<file path="config.mk">
export PLATFORM = sky130hd
export DESIGN_NAME = clarvi_lsu
export DESIGN_NICKNAME = d
export VERILOG_FILES = /design/src/rtl/clarvi_lsu.sv
export SDC_FILE = /design/constraint.sdc
export NUM_CORES = 1
export LEC_CHECK = 0
export CAP_MARGIN = 20
export CORE_MARGIN = 2
export CORE_UTILIZATION = 40
export CTS_CLUSTER_SIZE = 40
export DETAILED_ROUTE_END_ITERATION = 12
export GPL_TIMING_DRIVEN = 0
export PLACE_DENSITY = 0.73
export REMOVE_ABC_BUFFERS = 1
export SYNTH_ARGS = -nofsm -noshare
export SYNTH_HDL_FRONTEND = slang
export SYNTH_SLANG_ARGS = --single-unit
</file>
<file path="constraint.sdc">
create_clock -name clock -period 4.7 [get_ports clock]
set_input_delay 0.94 -clock clock [delete_from_list [all_inputs] [get_ports clock]]
set_output_delay 0.94 -clock clock [all_outputs]
set_load 0.05 [all_outputs]
</file>
<file path="src/rtl/clarvi_lsu.sv">
// Load/store unit for the RV64 pipeline: turns one ALU-addressed load or store into a
// single Avalon-MM access on a 64-bit bus and returns exactly one response per request.
module clarvi_lsu #(
   parameter int ADDR_WIDTH     = 32,
   parameter int TIMEOUT_CYCLES = 255
) (
   input  logic                  clock,
   input  logic                  reset_n,
   input  logic                  req_valid,
   output logic                  req_ready,
   input  logic                  req_is_store,
   input  logic [1:0]            req_size,
   input  logic                  req_unsigned,
   input  logic [63:0]           req_addr,
   input  logic [63:0]           req_store_data,
   input  logic [4:0]            req_rd,
   output logic                  resp_valid,
   output logic [63:0]           resp_data,
   output logic [4:0]            resp_rd,
   output logic                  resp_misaligned,
   output logic                  resp_bus_error,
   output logic [ADDR_WIDTH-1:0] main_address,
   output logic                  main_read,
   output logic                  main_write,
   output logic [7:0]            main_byteenable,
   output logic [63:0]           main_writedata,
   input  logic                  main_waitrequest,
   input  logic [63:0]           main_readdata,
   input  logic                  main_readdatavalid
);

   typedef enum logic [1:0] {IDLE, ISSUE, WAIT_DATA, RESP} state_t;

   localparam int CW    = (TIMEOUT_CYCLES > 2) ? $clog2(TIMEOUT_CYCLES) : 1;
   localparam int LIMIT = (TIMEOUT_CYCLES > 0) ? TIMEOUT_CYCLES - 1 : 0;

   state_t state, state_d;
   logic [CW-1:0] count, count_d;

   // Request fields kept for the whole access
   logic [2:0] addr_lo, addr_lo_d;
   logic [1:0] size_q, size_d;
   logic       unsigned_q, unsigned_d;
   logic       store_q, store_d;
   logic [4:0] rd_q, rd_d;

   logic                  req_ready_d, resp_valid_d, resp_misaligned_d, resp_bus_error_d;
   logic [63:0]           resp_data_d, main_writedata_d, lane;
   logic [4:0]            resp_rd_d;
   logic [ADDR_WIDTH-1:0] main_address_d;
   logic                  main_read_d, main_write_d;
   logic [7:0]            main_byteenable_d, be_base;
   logic                  misaligned, timeout;

   // Address bits above the bus width carry no information for this bus
   logic unused_addr_bits;
   assign unused_addr_bits = ^req_addr[63:ADDR_WIDTH];

   always_comb begin
      // NOTE: every signal assigned here gets a default first, so no path can infer a latch.
      state_d           = state;
      count_d           = count;
      addr_lo_d         = addr_lo;
      size_d            = size_q;
      unsigned_d        = unsigned_q;
      store_d           = store_q;
      rd_d              = rd_q;
      resp_valid_d      = 1'b0;
      resp_data_d       = 64'd0;
      resp_rd_d         = 5'd0;
      resp_misaligned_d = 1'b0;
      resp_bus_error_d  = 1'b0;
      main_address_d    = main_address;
      main_read_d       = main_read;
      main_write_d      = main_write;
      main_byteenable_d = main_byteenable;
      main_writedata_d  = main_writedata;
      lane              = main_readdata >> {addr_lo, 3'b000};
      timeout           = (TIMEOUT_CYCLES != 0) && (count == CW'(LIMIT));

      case (req_size)
         2'd0:    begin be_base = 8'h01; misaligned = 1'b0;           end
         2'd1:    begin be_base = 8'h03; misaligned = req_addr[0];    end
         2'd2:    begin be_base = 8'h0F; misaligned = |req_addr[1:0]; end
         default: begin be_base = 8'hFF; misaligned = |req_addr[2:0]; end
      endcase

      case (state)
         IDLE: begin
            if (req_valid) begin
               count_d    = '0;
               addr_lo_d  = req_addr[2:0];
               size_d     = req_size;
               unsigned_d = req_unsigned;
               store_d    = req_is_store;
               rd_d       = req_rd;
               if (misaligned) begin
                  state_d           = RESP;
                  resp_valid_d      = 1'b1;
                  resp_misaligned_d = 1'b1;
                  resp_rd_d         = req_rd;
               end else begin
                  state_d           = ISSUE;
                  main_read_d       = !req_is_store;
                  main_write_d      = req_is_store;
                  main_address_d    = {req_addr[ADDR_WIDTH-1:3], 3'b000};
                  main_byteenable_d = be_base << req_addr[2:0];
                  main_writedata_d  = req_store_data << {req_addr[2:0], 3'b000};
               end
            end
         end
         ISSUE: begin
            count_d = count + 1'b1;
            // A completing handshake takes priority over a watchdog expiry in the same cycle
            if (!main_waitrequest) begin
               main_read_d  = 1'b0;
               main_write_d = 1'b0;
               if (store_q) begin
                  state_d      = RESP;
                  resp_valid_d = 1'b1;
                  resp_rd_d    = rd_q;
               end else begin
                  state_d = WAIT_DATA;
               end
            end else if (timeout) begin
               main_read_d      = 1'b0;
               main_write_d     = 1'b0;
               state_d          = RESP;
               resp_valid_d     = 1'b1;
               resp_bus_error_d = 1'b1;
               resp_rd_d        = rd_q;
            end
         end
         WAIT_DATA: begin
            count_d = count + 1'b1;
            if (main_readdatavalid) begin
               state_d      = RESP;
               resp_valid_d = 1'b1;
               resp_rd_d    = rd_q;
               case (size_q)
                  2'd0:    resp_data_d = unsigned_q ? {56'd0, lane[7:0]}  : {{56{lane[7]}},  lane[7:0]};
                  2'd1:    resp_data_d = unsigned_q ? {48'd0, lane[15:0]} : {{48{lane[15]}}, lane[15:0]};
                  2'd2:    resp_data_d = unsigned_q ? {32'd0, lane[31:0]} : {{32{lane[31]}}, lane[31:0]};
                  default: resp_data_d = lane;
               endcase
            end else if (timeout) begin
               state_d          = RESP;
               resp_valid_d     = 1'b1;
               resp_bus_error_d = 1'b1;
               resp_rd_d        = rd_q;
            end
         end
         default: state_d = IDLE;
      endcase

      req_ready_d = (state_d == IDLE);
   end

   always_ff @(posedge clock) begin
      if (!reset_n) begin
         // NOTE: sequential state uses non-blocking assignments only; reset is sampled on the clock.
         state           <= IDLE;
         count           <= '0;
         addr_lo         <= 3'd0;
         size_q          <= 2'd0;
         unsigned_q      <= 1'b0;
         store_q         <= 1'b0;
         rd_q            <= 5'd0;
         req_ready       <= 1'b1;
         resp_valid      <= 1'b0;
         resp_data       <= 64'd0;
         resp_rd         <= 5'd0;
         resp_misaligned <= 1'b0;
         resp_bus_error  <= 1'b0;
         main_address    <= '0;
         main_read       <= 1'b0;
         main_write      <= 1'b0;
         main_byteenable <= 8'd0;
         main_writedata  <= 64'd0;
      end else begin
         state           <= state_d;
         count           <= count_d;
         addr_lo         <= addr_lo_d;
         size_q          <= size_d;
         unsigned_q      <= unsigned_d;
         store_q         <= store_d;
         rd_q            <= rd_d;
         req_ready       <= req_ready_d;
         resp_valid      <= resp_valid_d;
         resp_data       <= resp_data_d;
         resp_rd         <= resp_rd_d;
         resp_misaligned <= resp_misaligned_d;
         resp_bus_error  <= resp_bus_error_d;
         main_address    <= main_address_d;
         main_read       <= main_read_d;
         main_write      <= main_write_d;
         main_byteenable <= main_byteenable_d;
         main_writedata  <= main_writedata_d;
      end
   end

endmodule

</file>
**Word-level counts from Yosys, hierarchy flattened**

Cells that the tools add are included.

- Reductions and logical operators: 16
- Equal/unequal tests: 10
- Add/subtract/negate cells: 1
- Shifts and indexed selects: 3
- Bitwise operators: 1
- Mux-type cells: 40

Operators by type and width:

| kind | count |
|---|---|
| $mux 64 | 3 |
| $pmux 64 s3 | 1 |
| $shl 64x6->64 | 1 |
| $shr 64x6->64 | 1 |
| $mux 5 | 6 |
| $pmux 8 s3 | 1 |
| $pmux 8 s2 | 1 |
| $mux 1 | 15 |
| $pmux 5 s3 | 1 |
| $mux 2 | 5 |
| $add 8x1->8 const B | 1 |
| $eq 8x8->1 const B | 1 |
| $logic_not 2->1 | 4 |
| $mux 8 | 1 |
| $shl 8x3->8 | 1 |
| $eq 2x1->1 const B | 3 |
| $eq 2x2->1 const B | 3 |
| $pmux 1 s2 | 3 |
| $pmux 1 s3 | 2 |
| $pmux 2 s3 | 1 |
| $reduce_and 2->1 | 3 |
| $reduce_and 3->1 | 2 |
| $ne 2x2->1 const B | 2 |
| $reduce_and 4->1 | 1 |
| 6 further kinds | 8 |

- Register bits after elaboration: 198

**Logic depth before layout (Yosys ltp)**

Gate-level depths: netlist of run 1.

- Depth after elaboration: 6
- Depth in mapped cells: 9

**Least setup slack after synthesis of run 1**

Ideal clock, no wire load.

- Path kind: input -> register
- From: in req_addr[1]
- To: reg main_writedata[56]
- Cell stages on the path: 8
- Setup slack: 2.129 ns
- Data required time: 4.576 ns
- Data arrival time: 2.447 ns
- Library setup time: 0.124 ns
- Path buffers: 4
- Cells stage by stage: buf_2 -> buf_2 -> buf_2 -> buf_2 -> mux2i_1 -> a211oi_1 -> a311oi_1 -> nor3b_1

- Word-level cells in the longest chain between the ends: 4
- Elaborated cells on any way between the ends: 6

Ends and longest elaborated chain:

| what | RTL line | text |
|---|---|---|
| start, declared | 14 | `input logic [63:0] req_addr,` |
| parallel branches: the longest is 4 deep, another holds $shl 64x6->64 | -- |  |
| end signal, assigned | 198 | `main_writedata <= main_writedata_d;` |
| end, declared | 26 | `output logic [63:0] main_writedata,` |

Parallel ways; which one is timed is not known.
A chain may end at the register's enable or synchronous reset.

**Worst setup path in the final report of run 1**

- From: reg size_q[1]
- To: reg resp_data[62]

- Word-level cells in the longest chain between the ends: 2
- Elaborated cells on any way between the ends: 4

Ends and longest elaborated chain:

| what | RTL line | text |
|---|---|---|
| start, declared | 42 | `logic [1:0] size_q, size_d;` |
| start signal, assigned | 184 | `size_q <= size_d;` |
| $eq 2x2->1 (tied with other cells) | 140 | `case (size_q)` |
| $pmux 64 s3 (*) | 140 |  |
| end signal, assigned | 190 | `resp_data <= resp_data_d;` |
| end, declared | 18 | `output logic [63:0] resp_data,` |

Mark *: on every way between the ends. The rest lies on a longest branch, timed or not.

==> flow_metrics.py, run 1 <==
metrics = {
    "status": {
        "outcome": "completed",
    },
    "clock_tree": {
        "cts_tree": "built",
        "path_clk_slew_ps": 70,
        "cts_max_path_buffers": 2,
        "clk_latency_ps": 440,
        "cts-resized-gates": 0,
        "cts_hold_buf": 0,
        "cts_setup_buffers": 0,
        "cts_sinks": 198,
        "numCtsBuffers": 17,
        "root_buffer": "clkbuf_16",
        "ctsHtreeMaxLevel": 4,
    },
    "final_layout": {
        "seq_area_um2": 3970,
        "nFillCells": 2323,
        "fin_util": 0.574,
        "multi_input_area_um2": 6110,
        "fin_area_um2": 15000,
        "antenna_cells": 0,
        "finalNetCount": 1697,
        "area_growth_syn_to_layout_pct": 40.7,
        "drive_gt1_frac": 0.108,
    },
    "global_routing": {
        "grt_pass1_wl_um": 53200,
        "grt_max_degree": 87,
        "top_usage_layer": "met2",
        "met1_usage": 0.282,
        "grt_pass1_vias": 9722,
        "grt.met3_usage": 0.0915,
        "grt_use_met2": 0.390,
        "antenna_found_initial": 2,
        "grt_overflow": 0,
        "grt_usage": 0.237,
    },
    "drt": {
        "drc": 0,
        "wl_per_cell_um": 18.4,
        "wirelength_um": 33800,
        "drt-pass1-iter-count": 5,
        "via_count": 9933,
        "viasPerCell": 5.42,
        "detail-route-antenna-nets": 0,
        "drt_iter0_drc": 729,
    },
    "setup_path": {
        "arrival_ps": 3830,
        "end_kind": "register",
        "critPathSlowestCell": "and3b_1",
        "path_class": "reg2reg",
        "start_kind": "register",
        "worst-path-buf-inv": 0,
        "critical-path-top-delay-family": "simple AND/OR/NAND/NOR gates",
        "cp_common_cell": "nor2b_1",
        "crit_chain": "and3b_1, nor2b_1, nor2b_1, nand2_1, a21oi_2",
        "critPathMaxFanout": 21,
        "critPathMaxStageDelay_ps": 870,
        "cp.required_ps": 5070,
    },
    "yosys": {
        "synth.distinct_cells": 62,
        "async_flop_share": 0,
        "synthFlopType": "dfxtp_1",
        "yosysSeqAreaShare": 0.373,
        "yosysWarnings": 0,
        "synth_edf_count": 0,
        "synth_largest_area_cell": "dfxtp_1",
        "ys_ff_latch": 198,
        "synth.area.top_cells": "dfxtp_1 (37%), mux2i_1 (9.2%), nand2_1 (7.1%)",
        "syn-instance-count": 1208,
        "syn_area_um2": 10600,
        "synth.avg_cell_area_um2": 8.80,
        "yosysTopAreaCellShare": 0.373,
    },
    "timing": {
        "fmax_ghz": 0.289,
        "min_period_ps": 3460,
        "hold_viol": 0,
        "min_period_over_period": 0.737,
        "finalClockSkew_ps": 15.5,
        "slew_headroom": 0.337,
        "worst_slew_pin_slew_ps": 994,
        "drv_slew": 0,
        "tns_ps": 0,
        "rsz0062_at_grt": "false",
        "setup_viol": 0,
    },
    "place": {
        "placement.io_buffers": 349,
        "gp_congestion": 0.899,
        "place_area_um2": 14400,
        "dp_hpwl_um": 24400,
    },
    "floorplan": {
        "die_w_um": 167,
        "io_pins": 385,
        "die_y_um": 167,
        "die_area_um2": 27900,
        "start_util": 0.408,
        "core_area_um2": 26100,
        "rows": 59,
    },
    "pwr": {
        "leakage_nw": 5.49,
        "ir_drop_v": 0.000235,
        "p_per_area_nw_per_um2": 388,
    },
    "min_path": {
        "hold_path.class": "reg2reg",
    },
    "job": {
        "maxCapViolCount": 0,
    },
}
==> placed cells by master, fill, tap and decap left out, types with 15 or more instances in the layout <==
cell type,netlist,final
o211ai_1,18,18
inv_1,22,22
a21boi_0,60,60
mux4_2,15,15
mux2i_1,98,98
nor2_1,50,49
nand2_1,201,201
a21oi_1,66,66
nor2b_1,44,44
dfxtp_1,198,195
clkdlybuf4s50_1,0,345
a211oi_1,19,19
a21oi_2,30,30
clkbuf_16,0,18
mux2_2,40,40
nand2b_1,23,23
o211a_1,26,26
o21ai_0,26,26
==> final cells by class <==
| cell class | instances | share of cell area |
|---|---|---|
| inverter | 22 | 0.00552 |
| timing repair buffer | 370 | 0.256 |
| multi-input combinational | 876 | 0.408 |
| sequential | 198 | 0.266 |
| clock buffer | 21 | 0.0309 |
| tap | 335 | 0.0280 |
| clock inverter | 10 | 0.00611 |
==> final timing paths <==
path / startpoint / to / slack [ps] / cells after the start
max: size_q[1] / resp_data[62] / 1240 / 5
min: main_address[25] / main_address[25] / 460 / 2
max reg2reg: size_q[1] / resp_data[62] / 1240 / 5
min reg2reg: main_address[25] / main_address[25] / 460 / 2
==> worst reg2reg max path: cells and delay by family, from the launching register on <==
family,cells,cell delay [ps]
DFF,1,840
AOI/OAI and AO/OA,1,160
and+or+nand+nor,4,2410
==> per-stage QoR <==
step | setup WS [ps] | hold WS, ps | power (mW) | cells
4_1_cts | 1290 | 465 | 5.84 | 1832
2_1_floorplan | -706 | 443 | 3.49 | 1096
6_report | 1240 | 461 | 5.80 | 1832
3_5_place_dp | 861 | 455 | 4.40 | 1801
3_3_place_gp | -6560 | 443 | 4.32 | 1780
5_1_grt | 949 | 478 | 6.08 | 1832
==> logic make-up (layout without fill, tap and decap cells) <==
kind of cell / after synthesis / after routing / synth area share
fa+ha+maj: 6 / 6 / 0.00706
compound gates: 301 / 301 / 0.207
mux: 154 / 154 / 0.168
xor+xnor: 6 / 6 / 0.00494
simple gates: 406 / 406 / 0.185
flops: 198 / 198 / 0.373
other cells: 1 / 3 / 0.000353
buf+inv: 136 / 423 / 0.0553
==> synthesized netlist by cell type, types with 9 or more instances <==
master,n
mux2_2,40
o211a_1,26
or2_2,11
clkbuf_1,62
a21oi_1,66
a211oi_1,19
nand2_1,201
o221ai_1,9
nor2b_1,44
mux4_2,15
nand3_1,13
inv_1,22
nor2_1,50
o2bb2ai_1,9
o21ai_0,26
buf_1,16
nand3b_1,11
mux2i_1,98
a21oi_2,30
nand2b_1,23
buf_2,29
dfxtp_1,198
and2_1,9
a21boi_0,60
o211ai_1,18
==> routing by layer <==
layer / part of all wire / vias to the layer above
met4: 0.029 / 0
met5: 0 / -
li1: - / 4808
met3: 0.10 / 55
met2: 0.47 / 398
met1: 0.40 / 4672
==> registers in the layout, summed over array words and instances (netlist names), 2 cells and up <==
register         cells
size_q               2
rd_q                 5
addr_lo              3
resp_data           64
count                8
state                2
main_byteenable      8
resp_rd              5
main_address        29
main_writedata      64
==> where the power goes <==
group          switching (mW)  internal (mW)  total, mW
Clock                   0.706          0.723       1.43
Combinational            1.43          0.927       2.36
Sequential              0.156           1.86       2.01
No activity file was read; power rests on OpenSTA's default activity.
==> run 2, diff against run 1 <==
--- a/config.mk
+++ b/config.mk
@@ -11,7 +11,7 @@
 export CTS_CLUSTER_SIZE = 40
 export DETAILED_ROUTE_END_ITERATION = 12
 export GPL_TIMING_DRIVEN = 0
-export PLACE_DENSITY = 0.73
+export PLACE_DENSITY = 0.76
 export REMOVE_ABC_BUFFERS = 1
 export SYNTH_ARGS = -nofsm -noshare
 export SYNTH_HDL_FRONTEND = slang
==> constraint.sdc (replaced) <==
create_clock -name clock -period 3 [get_ports clock]
set_input_delay 0.6 -clock clock [delete_from_list [all_inputs] [get_ports clock]]
set_output_delay 0.6 -clock clock [all_outputs]
set_load 0.05 [all_outputs]
==> run 2 against run 1 <==
Sequential share of layout area down 0.088 points. Critical path depth up 1. Wire length up 3.6%. Critical path type unchanged. Sequential power up 55%. Critical endpoint is now resp_data[52]. Clock-buffer cell count down 2. Sequential cell count unchanged. Non-clock buffer count up 2.
==> flow_metrics.py, run 2 (same netlist as run 1, synthesis figures left out) <==
metrics = {
    "setup_path": {
        "path_class": "reg2reg",
        "critPathSlowestCell": "a311oi_4",
        "worst-path-buf-inv": 2,
        "cp_common_cell": "buf_8",
        "critical-path-top-delay-family": "multiplexers",
        "r2r-end": "resp_data[52]",
        "end_kind": "register",
        "critPathMaxFanout": 21,
        "cp.required_ps": 3300,
        "crit_chain": "mux2_2, mux4_2, a311oi_4, buf_8, buf_8, a21oi_1",
        "arrival_ps": 3170,
        "rrSetupSlack_ps": 130,
        "critPathMaxStageDelay_ps": 610,
        "r2r_start": "addr_lo[1]",
        "start_kind": "register",
        "rr_worst_depth": 6,
    },
    "final_layout": {
        "finalNetCount": 1700,
        "drive_gt1_frac": 0.115,
        "nFillCells": 2314,
        "multi_input_area_um2": 6140,
        "area_growth_syn_to_layout_pct": 41.3,
        "mostFrequentLayoutCells": "clkdlybuf4s50_1 (345), nand2_1 (201), dfxtp_1 (194)",
        "antenna_cells": 0,
        "largestRegisters": "main_writedata (64), resp_data (64), main_address (29)",
        "fin_area_um2": 15000,
        "final_common_cell": "clkdlybuf4s50_1",
        "seq_area_um2": 3980,
    },
    "timing": {
        "finalClockSkew_ps": 15.7,
        "setup_ws_ps": 128,
        "slew_headroom": 0.331,
        "min_period_over_period": 0.957,
        "setup_viol": 0,
        "rsz0062_at_grt": "false",
        "fin_hold_ws_ps": 463,
        "worst_slew_pin_slew_ps": 1000,
        "min_period_ps": 2870,
        "hold_viol": 0,
        "fmax_ghz": 0.348,
        "drv_slew": 0,
    },
    "min_path": {
        "min_delay_worst_endpoint": "main_writedata[7]",
        "hold_path.class": "reg2reg",
        "hold_start": "main_writedata[7]",
        "min_path_cells": 2,
    },
    "drt": {
        "wl_per_cell_um": 19.1,
        "drc": 0,
        "wirelength_um": 35000,
        "drt_iter0_drc": 670,
        "via_count": 10100,
        "drt-pass1-iter-count": 5,
        "viasPerCell": 5.49,
        "detail-route-antenna-nets": 0,
    },
    "floorplan": {
        "io_pins": 385,
        "rows": 59,
        "die_w_um": 167,
        "core_area_um2": 26100,
        "start_util": 0.408,
        "die_area_um2": 27900,
        "die_y_um": 167,
    },
    "clock_tree": {
        "clk_latency_ps": 430,
        "root_buffer": "clkbuf_16",
        "numCtsBuffers": 17,
        "path_clk_slew_ps": 80,
        "cts_max_path_buffers": 2,
        "cts_sinks": 198,
        "ctsHtreeMaxLevel": 4,
        "cts_tree": "built",
        "cts_hold_buf": 0,
    },
    "pwr": {
        "fin_total_pwr_mw": 9.18,
        "power.share.combinational": 0.411,
        "p_sw_frac": 0.402,
        "power_frac_clock": 0.249,
        "switchingPower_mw": 3.69,
        "seqPwrFrac": 0.340,
        "ir_drop_v": 0.000291,
        "p_per_area_nw_per_um2": 611,
        "internal_power_mw": 5.49,
        "leakage_nw": 5.51,
    },
    "global_routing": {
        "grt_pass1_wl_um": 53700,
        "grt_overflow": 0,
        "grt_max_degree": 93,
        "grt_pass1_vias": 9777,
        "grt_usage": 0.240,
        "antenna_found_initial": 0,
    },
    "place": {
        "dp_hpwl_um": 24300,
        "post-place-ws_ps": -556,
        "placement.io_buffers": 349,
        "gp_congestion": 0.901,
        "place_area_um2": 14300,
    },
    "status": {
        "outcome": "completed",
    },
    "job": {
        "maxCapViolCount": 0,
    },
}
-- run 2: changes by cell type in the layout (fill, tap and decap cells not counted), sizes merged --
cell	delta
inv	+1
nor2	+1
clkinv	+3
buf	+2
clkbuf	-2
clkinvlp	-1
-- run 2: worst reg2reg max path, delay by kind of cell, from the launching register on --
family	cells	cell delay, ps
buffers and inverters	2	470
AOI/OAI and AO/OA	2	710
DFF	1	590
muxes	2	980
-- run 2: routing by layer --
metal | share of wire | GRT usage | wire length [um] | vias to the layer above
met5 | 0 | 0 | 0 | -
met4 | 0.024 | 0.0825 | 835 | 0
met3 | 0.096 | 0.0815 | 3350 | 49
met2 | 0.48 | 0.410 | 16900 | 413
met1 | 0.40 | 0.280 | 14000 | 4809
li1 | - | - | - | 4817
-- run 2: how the worst max path moves through the flow --
stage	start	slack, ps	cells past startpoint	end
after floorplan	req_addr[0]	-2070	5	main_writedata[40]
after global placement	req_addr[1]	-7840	6	main_writedata[47]
after detailed placement	size_q[1]	-560	5	resp_data[56]
after CTS	addr_lo[2]	60	7	resp_data[52]
after global routing	size_q[1]	20	5	resp_data[56]
final	addr_lo[1]	130	6	resp_data[52]
-- run 2: final cells by class --
cell class	count	area share
multi-input cells	877	0.408
inverters	22	0.00550
flip-flops and latches	198	0.265
clock buffers	19	0.0301
well taps	335	0.0279
clock inverters	13	0.00774
repair buffers	372	0.256
-- run 2: timing repair --
action	4_1_cts	5_1_grt
pin swaps	0	2
cloned	0	1
setup buffers	2	3
endpoints found under the setup margin	46	54
gates resized for setup	6	3
-- run 2: power by group through the flow --
stage	Sequential (mW)	Clock, mW	Combinational [mW]
2_1_floorplan	4.00	0	1.47
3_3_place_gp	3.26	0	3.52
6_report	3.12	2.29	3.77
4_1_cts	3.12	2.34	3.73
5_1_grt	3.15	2.44	4.01
3_5_place_dp	3.22	0	3.63
-- run 2: per-stage QoR --
step           std cells  TNS (ps)  utilization
6_report            1836         0        0.577
3_3_place_gp        1780  -1104860        0.539
3_5_place_dp        1798    -25970        0.551
2_1_floorplan       1096   -229220            -
5_1_grt             1836         0        0.577
4_1_cts             1832         0        0.575
